`config.mk`:
```
export PLATFORM = sky130hd
export DESIGN_NAME = pid_ctrl_param_flat
export DESIGN_NICKNAME = d
export VERILOG_FILES = /design/src/rtl/pid_ctrl_param_if.sv /design/src/rtl/pid_ctrl_param.sv /design/src/flat_wrapper.sv
export SDC_FILE = /design/constraint.sdc
export NUM_CORES = 2
export LEC_CHECK = 0
export BUFFER_PORTS_ARGS = -buffer_cell sky130_fd_sc_hd__buf_2
export CORE_MARGIN = 5
export CORE_UTILIZATION = 38
export DETAILED_ROUTE_END_ITERATION = 8
export PLACE_DENSITY_LB_ADDON = 0.15
export SYNTH_ARGS = -nofsm -noshare
export SYNTH_HDL_FRONTEND = slang
export SYNTH_SLANG_ARGS = --single-unit
```
`constraint.sdc`:
```
create_clock -name clk -period 22.7 [get_ports clk]
set_clock_uncertainty 0.05 [all_clocks]
set_input_delay 1.135 -clock clk [delete_from_list [all_inputs] [get_ports clk]]
set_output_delay 1.135 -clock clk [all_outputs]
set_load 0.05 [all_outputs]
```
`src/rtl/pid_ctrl_param_if.sv`:
```
// pid_ctrl_param_if: sample/result bundle between the loop sequencer and
// the PID controller.
//   sample_valid  one-cycle strobe, capture input_num/set_num
//   input_num     measured value, signed
//   set_num       setpoint, signed
//   kp/ki/kd      unsigned fixed-point gains, quasi-static
//   i_clear       integrator / derivative-history clear
//   out_valid     one-cycle strobe, new result on output_num/sign/sat
//   output_num    saturated magnitude of the result
//   sign          1 = result negative
//   sat           1 = magnitude was clipped
interface pid_ctrl_param_if #(
   parameter int IN_W   = 16,
   parameter int OUT_W  = 8,
   parameter int GAIN_W = 8
);
   logic                     sample_valid;
   logic signed [IN_W-1:0]   input_num;
   logic signed [IN_W-1:0]   set_num;
   logic [GAIN_W-1:0]        kp;
   logic [GAIN_W-1:0]        ki;
   logic [GAIN_W-1:0]        kd;
   logic                     i_clear;
   logic                     out_valid;
   logic [OUT_W-1:0]         output_num;
   logic                     sign;
   logic                     sat;

   modport master (
      output sample_valid, input_num, set_num, kp, ki, kd, i_clear,
      input  out_valid, output_num, sign, sat
   );

   modport slave (
      input  sample_valid, input_num, set_num, kp, ki, kd, i_clear,
      output out_valid, output_num, sign, sat
   );
endinterface

```
`src/rtl/pid_ctrl_param.sv`:
```
// pid_ctrl_param: three-stage pipelined PID controller with clamped,
// conditionally-integrating integrator and saturated sign/magnitude output.
//   clk  rising-edge clock
//   rst  asynchronous active-high reset
//   bus  pid_ctrl_param_if.slave: sample strobe, measured/set values, gains,
//        integrator clear in; out_valid, output_num, sign, sat out
// Latency: sample at edge T -> out_valid high for one cycle after edge T+2.
module pid_ctrl_param #(
   parameter int IN_W   = 16,
   parameter int OUT_W  = 8,
   parameter int GAIN_W = 8,
   parameter int FRAC   = 4,
   parameter int ACC_W  = 32,
   parameter int I_LIM  = 1 << 20
) (
   input  logic            clk,
   input  logic            rst,
   pid_ctrl_param_if.slave bus
);
   localparam int E_W   = IN_W + 1;
   localparam int D_W   = IN_W + 2;
   localparam int SUM_W = ACC_W + GAIN_W + 2;

   localparam logic signed [ACC_W:0] LIM_P = (ACC_W+1)'(I_LIM);
   localparam logic signed [ACC_W:0] LIM_N = -LIM_P;

   function automatic logic signed [ACC_W-1:0] clamp_integ(input logic signed [ACC_W:0] v);
      if (v > LIM_P)      return ACC_W'(LIM_P);
      else if (v < LIM_N) return ACC_W'(LIM_N);
      else                return ACC_W'(v);
   endfunction

   // Returns {sat, magnitude}; magnitude is all ones when clipped.
   function automatic logic [OUT_W:0] sat_mag(input logic signed [SUM_W-1:0] s);
      logic [SUM_W-1:0] m;
      m = s[SUM_W-1] ? $unsigned(-s) : $unsigned(s);
      if (|m[SUM_W-1:OUT_W]) return {1'b1, {OUT_W{1'b1}}};
      return {1'b0, m[OUT_W-1:0]};
   endfunction

   logic signed [E_W-1:0]   err;
   logic signed [D_W-1:0]   errd;
   logic signed [ACC_W-1:0] integ;
   logic signed [ACC_W-1:0] integ_base;
   logic signed [ACC_W:0]   integ_sum;
   logic signed [E_W-1:0]   last_err;
   logic                    first_flag;
   logic                    frozen;

   logic signed [E_W-1:0]   err_p1;
   logic signed [D_W-1:0]   errd_p1;
   logic                    vld_p1;

   logic signed [SUM_W-1:0] p_term, i_term, d_term, sum_full, sum_shift;
   logic signed [SUM_W-1:0] sum_p2;
   logic                    vld_p2;

   logic [OUT_W-1:0]        mag_p3;
   logic                    sign_p3;
   logic                    sat_p3;
   logic                    vld_p3;

   // ---- stage 1: error, derivative, integrator update ----
   always_comb begin
      err        = E_W'(bus.input_num) - E_W'(bus.set_num);
      errd       = (first_flag || bus.i_clear) ? '0 : D_W'(err) - D_W'(last_err);
      integ_base = bus.i_clear ? '0 : integ;
      integ_sum  = (ACC_W+1)'(integ_base) + (ACC_W+1)'(err);
      // Only stop integrating while the output is pinned and the error would
      // push it further into saturation; a clear always accumulates.
      frozen     = !bus.i_clear && sat_p3 &&
                   ((!sign_p3 && !err[E_W-1] && (|err)) || (sign_p3 && err[E_W-1]));
   end

   always_ff @(posedge clk or posedge rst) begin
      if (rst) begin
         integ      <= '0;
         last_err   <= '0;
         first_flag <= 1'b1;
         vld_p1     <= 1'b0;
      end else begin
         vld_p1 <= bus.sample_valid;
         if (bus.sample_valid) begin
            last_err   <= err;
            first_flag <= 1'b0;
            if (!frozen) integ <= clamp_integ(integ_sum);
         end else if (bus.i_clear) begin
            integ      <= '0;
            first_flag <= 1'b1;
         end
      end
   end

   always_ff @(posedge clk) begin
      if (bus.sample_valid) begin
         err_p1  <= err;
         errd_p1 <= errd;
      end
      if (vld_p1) sum_p2 <= sum_shift;
   end

   // ---- stage 2: full-width weighted sum, floor shift by FRAC ----
   always_comb begin
      p_term    = SUM_W'($signed({1'b0, bus.kp})) * SUM_W'(err_p1);
      i_term    = SUM_W'($signed({1'b0, bus.ki})) * SUM_W'(integ);
      d_term    = SUM_W'($signed({1'b0, bus.kd})) * SUM_W'(errd_p1);
      sum_full  = p_term + i_term + d_term;
      sum_shift = sum_full >>> FRAC;
   end

   // ---- stage 3: sign/magnitude output register ----
   always_ff @(posedge clk or posedge rst) begin
      if (rst) begin
         vld_p2  <= 1'b0;
         vld_p3  <= 1'b0;
         mag_p3  <= '0;
         sign_p3 <= 1'b0;
         sat_p3  <= 1'b0;
      end else begin
         vld_p2 <= vld_p1;
         vld_p3 <= vld_p2;
         if (vld_p2) begin
            sign_p3          <= sum_p2[SUM_W-1];
            {sat_p3, mag_p3} <= sat_mag(sum_p2);
         end
      end
   end

   assign bus.out_valid  = vld_p3;
   assign bus.output_num = mag_p3;
   assign bus.sign       = sign_p3;
   assign bus.sat        = sat_p3;
endmodule

```
`src/flat_wrapper.sv`:
```
// flat-port wrapper written by rule: the top's interface ports become plain ports
module pid_ctrl_param_flat 
#(
   parameter int IN_W   = 16,
   parameter int OUT_W  = 8,
   parameter int GAIN_W = 8,
   parameter int FRAC   = 4,
   parameter int ACC_W  = 32,
   parameter int I_LIM  = 1 << 20
)
  (clk, rst, bus_sample_valid, bus_input_num, bus_set_num, bus_kp, bus_ki, bus_kd, bus_i_clear, bus_out_valid, bus_output_num, bus_sign, bus_sat);
  pid_ctrl_param_if #(.IN_W(IN_W), .OUT_W(OUT_W), .GAIN_W(GAIN_W)) bus_i ();
  input  logic clk;
  input  logic rst;
  input wire logic [$bits(bus_i.sample_valid)-1:0] bus_sample_valid;
  input wire logic [$bits(bus_i.input_num)-1:0] bus_input_num;
  input wire logic [$bits(bus_i.set_num)-1:0] bus_set_num;
  input wire logic [$bits(bus_i.kp)-1:0] bus_kp;
  input wire logic [$bits(bus_i.ki)-1:0] bus_ki;
  input wire logic [$bits(bus_i.kd)-1:0] bus_kd;
  input wire logic [$bits(bus_i.i_clear)-1:0] bus_i_clear;
  output wire logic [$bits(bus_i.out_valid)-1:0] bus_out_valid;
  output wire logic [$bits(bus_i.output_num)-1:0] bus_output_num;
  output wire logic [$bits(bus_i.sign)-1:0] bus_sign;
  output wire logic [$bits(bus_i.sat)-1:0] bus_sat;
  assign bus_i.sample_valid = bus_sample_valid;
  assign bus_i.input_num = bus_input_num;
  assign bus_i.set_num = bus_set_num;
  assign bus_i.kp = bus_kp;
  assign bus_i.ki = bus_ki;
  assign bus_i.kd = bus_kd;
  assign bus_i.i_clear = bus_i_clear;
  assign bus_out_valid = bus_i.out_valid;
  assign bus_output_num = bus_i.output_num;
  assign bus_sign = bus_i.sign;
  assign bus_sat = bus_i.sat;
  pid_ctrl_param #(.IN_W(IN_W), .OUT_W(OUT_W), .GAIN_W(GAIN_W), .FRAC(FRAC), .ACC_W(ACC_W), .I_LIM(I_LIM)) u_core (.clk(clk), .rst(rst), .bus(bus_i));
endmodule
```
; ---- Word level (Yosys, flattened, before mapping)
; Cells that the tools add are included.
[totals]
in_bits = 60
regBits = 136
output_inout_bits = 11
[op_classes]
mux = 12
n_eq_ne = 1
multipliers = 3
add_sub_neg = 6
magnitude_cmp = 2
reduce_logical = 13
[ops]
columns = cell, n
row1 = $mux W32, 5
row2 = $add A42 B27 Y42, 1
row3 = $add A42 B42 Y42, 1
row4 = $mux W42, 1
row5 = $neg A38 Y42, 1
row6 = $mul A9 B32 Y41, 1
row7 = $reduce_or A34 Y1, 1
row8 = $add A32 B17 Y33, 1
row9 = $gt A33 B22 Y1 const B, 1
row10 = $lt A33 B21 Y1 const B, 1
row11 = $mul A9 B18 Y27, 1
row12 = $mul A9 B17 Y26, 1
row13 = $mux W9, 2
row14 = $sub A17 B17 Y18, 1
row15 = $reduce_or A17 Y1, 1
row16 = $sub A16 B16 Y17, 1
row17 = $logic_and A1 B1 Y1, 5
row18 = $mux W1, 4
row19 = $logic_not A1 Y1, 3
row20 = $logic_or A1 B1 Y1, 2
row21 = $ne A2 B2 Y1 const B, 1
row22 = $reduce_bool A2 Y1, 1

; ---- Longest topological paths before layout
[logic_depth]
ltp_word = 8
depth_mapped = 42

; ---- Worst setup path after synthesis
; OpenSTA, ideal clock, no wires.
[synth_timing]
path_type = input to register
startpoint = in bus_kp[0]
endpoint = reg, netlist name u_core.sum_p2[37]
stages = 40
arrival_time_ns = 11.387
t_required_ns = 22.390
path_buffers = 2
path_slack_ns = 11.003
setup_time_ns = 0.260
path_cell_list = clkbuf_1 clkbuf_1 nand2_1 fa_1 inv_1 fa_1 inv_1 fa_1 fa_1 inv_1 ha_1 o21ai_0 o21a_1 o21ai_0 a41o_1 o41ai_1 nor2b_1 o21a_1 [... 4 more ...] xor2_1 fa_1 fa_1 fa_1 inv_1 ha_1 a21o_1 a21o_1 a21oi_1 o21ai_0 a21oi_1 nor2b_1 a211o_1 o2bb2ai_1 o31ai_1 nand2b_1 a21oi_1 xnor2_1
[synth_via]
elab_chain_len = 3
[synth_rtl]
columns = element, line
row1 = start: declaration, flat_wrapper.sv:18  ; input wire logic [$bits(bus_i.kp)-1:0] bus_kp;
row2 = $mul A9 B17 Y26, pid_ctrl_param.sv:104  ; p_term = SUM_W'($signed({1'b0, bus.kp})) * SUM_W'(err_p1);
row3 = $add A42 B42 Y42, pid_ctrl_param.sv:107  ; sum_full = p_term + i_term + d_term;
row4 = $add A42 B27 Y42, pid_ctrl_param.sv:107
row5 = named net u_core.sum_full[41], pid_ctrl_param.sv:54  ; logic signed [SUM_W-1:0] p_term, i_term, d_term, sum_full, sum_shift;
; The timed path passes the listed nets, and every way through them passes these cells.
; A chain may end at the register's enable or synchronous reset.

; ---- Worst setup path in the final report
[layout_timing]
startpoint = in bus_kp[0]
endpoint = reg, netlist name u_core.sum_p2[37]
[layout_via]
elab_chain_len = 3
[layout_rtl]
columns = element, line
row1 = $mul A9 B17 Y26, pid_ctrl_param.sv:104
row2 = $add A42 B42 Y42, pid_ctrl_param.sv:107
row3 = $add A42 B27 Y42, pid_ctrl_param.sv:107
row4 = named net u_core.sum_full[41], pid_ctrl_param.sv:54
; The timed path passes the listed nets, and every way through them passes these cells.

==> flow_metrics.tcl <==
set metrics [dict create \
    cap_violations 0 \
    drv_slew 0 \
    syn_area_mm2 0.0303 \
    endpoint_kind "flip-flop" \
    post-route-min-period_ps 10920 \
    crit_fanout 17 \
    critPathKind "in -> reg" \
    ys_seq_area_share_pct 12.4 \
    cts_sinks 136 \
    worstMarginPinSlew_ps 1200 \
    cts.hold.buffers_added 0 \
    grt_pass1_vias 23100 \
    crit_top_cell "fa_1" \
    yosys_warnings 0 \
    drc_errors 0 \
    maxSlewHeadroom_pct 19.3 \
    crit_slowest_cell "fa_1" \
    gp_congestion 0.829 \
    avgRoutedWirePerCell_um 16.3 \
    antenna_found_initial 3 \
    numCtsBuffers 17 \
    drtPass1Iterations 5 \
    drt_iter0_drc 875 \
    ctsResizeCount 0 \
    synthArstFlopShare_pct 46.3 \
    drt-total-wl_um 72700 \
    place_hpwl_um 61400 \
    ios 71 \
    grt_max_degree 64 \
    fmax_mhz 91.6 \
    io_buffer_count 70 \
    die_width_um 292 \
    die_area_mm2 0.0855 \
    core_mm2 0.0790 \
    min_period_over_period_pct 48.1 \
    post-cts-setup-buffers 0 \
    num_vias 21800 \
    overflow 0 \
    root_buffer "clkbuf_16" \
    cts_max_level 4 \
    synth-seq-cells 136 \
    critical_path_required_ps 22870 \
    synth_nets 4231 \
    multi_input_area_mm2 0.0235 \
    via_per_inst 4.91 \
    grt_usage_pct 17.8 \
    final_hold_viol_count 0 \
    rsz0062_at_grt "false" \
    start_util_pct 38.4 \
    insertion_delay_ps 480 \
    cts.path.max_buffers 2 \
    status "finished, final reports clean" \
    die_height_um 292 \
    layout.nets 4236 \
    tns_ps 0 \
    syn_area_per_cell_um2 8.97 \
    crit_arrival_ps 11090 \
    setup_violations 0 \
    min_path_type "reg -> reg" \
    yosysUniqueCellTypes 76 \
    synthCells 3380 \
    num_rows 103 \
    start_kind "primary input" \
    clk_pin_slew_ps 60 \
    n_fill_cell 8018 \
    synthToLayoutAreaGrowth_pct 6.75 \
    register_area_mm2 0.00377 \
    synth_edf_count 73 \
    cts_tree "done" \
    final_antenna_net_count 0 \
    grt_pass1_wl_um 123000 \
    ys.flop_type "edfxtp_1" \
    slowest_delay_ps 590 \
    drive_above_1_share_pct 4.53 \
]
placed cells by master, fill, tap and decap left out, types with 9 or more instances in the layout:
master / Yosys / routed
inv_1: 721 / 720
fa_1: 515 / 515
and2_1: 321 / 321
nand2_1: 312 / 312
ha_1: 276 / 276
nor2_1: 130 / 129
a21oi_1: 119 / 119
xnor2_1: 95 / 95
o21ai_0: 79 / 79
edfxtp_1: 73 / 73
a21o_1: 71 / 71
buf_2: 3 / 70
dfrtp_1: 62 / 62
xor2_1: 59 / 58
nor2b_1: 54 / 54
nor3_1: 43 / 43
nand3_1: 42 / 42
o21a_1: 26 / 26
a22o_1: 21 / 21
nand2b_1: 20 / 20
buf_4: 0 / 18
clkbuf_16: 0 / 17
and3_1: 16 / 16
or3_1: 15 / 15
a211oi_1: 15 / 15
a31oi_1: 14 / 14
o211ai_1: 12 / 12
nor4_1: 11 / 11
nand4_1: 11 / 11
o21bai_1: 11 / 11
a21boi_0: 10 / 10
or2_2: 9 / 9
cell type report:
| type | instances | share of cell area [%] |
|---|---|---|
| Multi-Input combinational cell | 2421 | 72.6 |
| Sequential cell | 136 | 11.7 |
| Inverter | 721 | 8.36 |
| Tap cell | 1050 | 4.06 |
| Timing Repair Buffer | 88 | 1.50 |
| Clock buffer | 17 | 1.31 |
| Clock inverter | 15 | 0.538 |
| Antenna cell | 2 | 0.0155 |
cells in the mapped netlist (5+ instances only):
master	n	share of area (%)
a2111oi_0	5	0.14
a211o_1	7	0.20
a211oi_1	15	0.37
a21boi_0	10	0.25
a21o_1	71	1.8
a21oi_1	119	2.0
a22o_1	21	0.61
a31oi_1	14	0.29
a32oi_1	7	0.20
and2_1	321	6.6
and3_1	16	0.33
buf_1	6	0.074
clkbuf_1	93	1.2
dfrtp_1	62	5.1
edfxtp_1	73	7.2
fa_1	515	34
ha_1	276	11
inv_1	721	8.9
nand2_1	312	3.9
nand2b_1	20	0.41
nand3_1	42	0.69
nand4_1	11	0.23
nor2_1	130	1.6
nor2b_1	54	1.1
nor3_1	43	0.71
nor3b_1	6	0.15
nor4_1	11	0.23
o2111ai_1	6	0.17
o211ai_1	12	0.30
o21a_1	26	0.64
o21ai_0	79	1.3
o21bai_1	11	0.27
o31ai_1	6	0.15
o41ai_1	5	0.14
or2_2	9	0.19
or3_1	15	0.31
xnor2_1	95	2.7
xor2_1	59	1.7
sequential cells by signal (all words and copies together) (netlist names), 8 cells and up:
signal and flops:
u_core.errd_p1 18, u_core.integ 32, u_core.err_p1 17, u_core.sum_p2 38
u_core.bus.output_num 8, u_core.last_err 17
metal layers:
layer | wire length [um] | vias up | GRT usage, %
li1 | - | 10600 | -
met1 | 35300 | 10900 | 24.9
met2 | 34100 | 244 | 29.7
met3 | 2130 | 57 | 2.21
met4 | 1180 | 2 | 3.91
met5 | 13 | - | 0
metrics by stage:
stage | setup WS (ps) | util [%] | hold WS, ps | instances | area (um^2)
CTS | 11760 | 40.9 | 473 | 4448 | 32300
detailed placement | 11260 | 40.2 | 456 | 4416 | 31800
finish | 11780 | 41.0 | 467 | 4450 | 32400
global route | 11050 | 41.0 | 496 | 4449 | 32400
global placement | 11340 | 40.2 | 451 | 4416 | 31800
floorplan | 11000 | - | 319 | 3380 | 30300
worst paths after layout:
check                                         start                       end  slack, ps  cells past startpoint
setup / recovery                          bus_kp[0]         u_core.sum_p2[37]      11780                     40
hold / removal             u_core.bus.output_num[1]  u_core.bus.output_num[1]        470                      2
setup reg to reg                   u_core.err_p1[5]         u_core.sum_p2[37]      12130                     39
hold reg to reg            u_core.bus.output_num[1]  u_core.bus.output_num[1]        470                      2
max in group asynchronous                       rst  u_core.bus.output_num[4]      21080                      3
min in group asynchronous                       rst        u_core.last_err[3]        880                      3
kinds of logic (layout without fill, tap and decap cells):
group	count (synthesis)	count (layout)	share of synthesized area [%]
AOI/OAI and AO/OA	450	450	9.84
other	0	2	0
muxes	6	6	0.215
adders and majority gates	791	791	45.4
buffers and inverters	823	841	10.2
xor gates and xnor gates	154	154	4.45
DFF	136	136	12.4
and+or+nand+nor	1020	1020	17.4
critical path: cells and delay by family:
family	cells	cell delay, ps
AND/OR/NAND/NOR	4	430
AO/OA/AOI/OAI	19	4230
XOR/XNOR	2	300
buffers and inverters	6	740
adder cells (fa/ha/maj)	9	4250
Power is left out: the tool's default activity adds up to more than one toggle a clock period on the data nets, which glitch-free logic cannot reach.
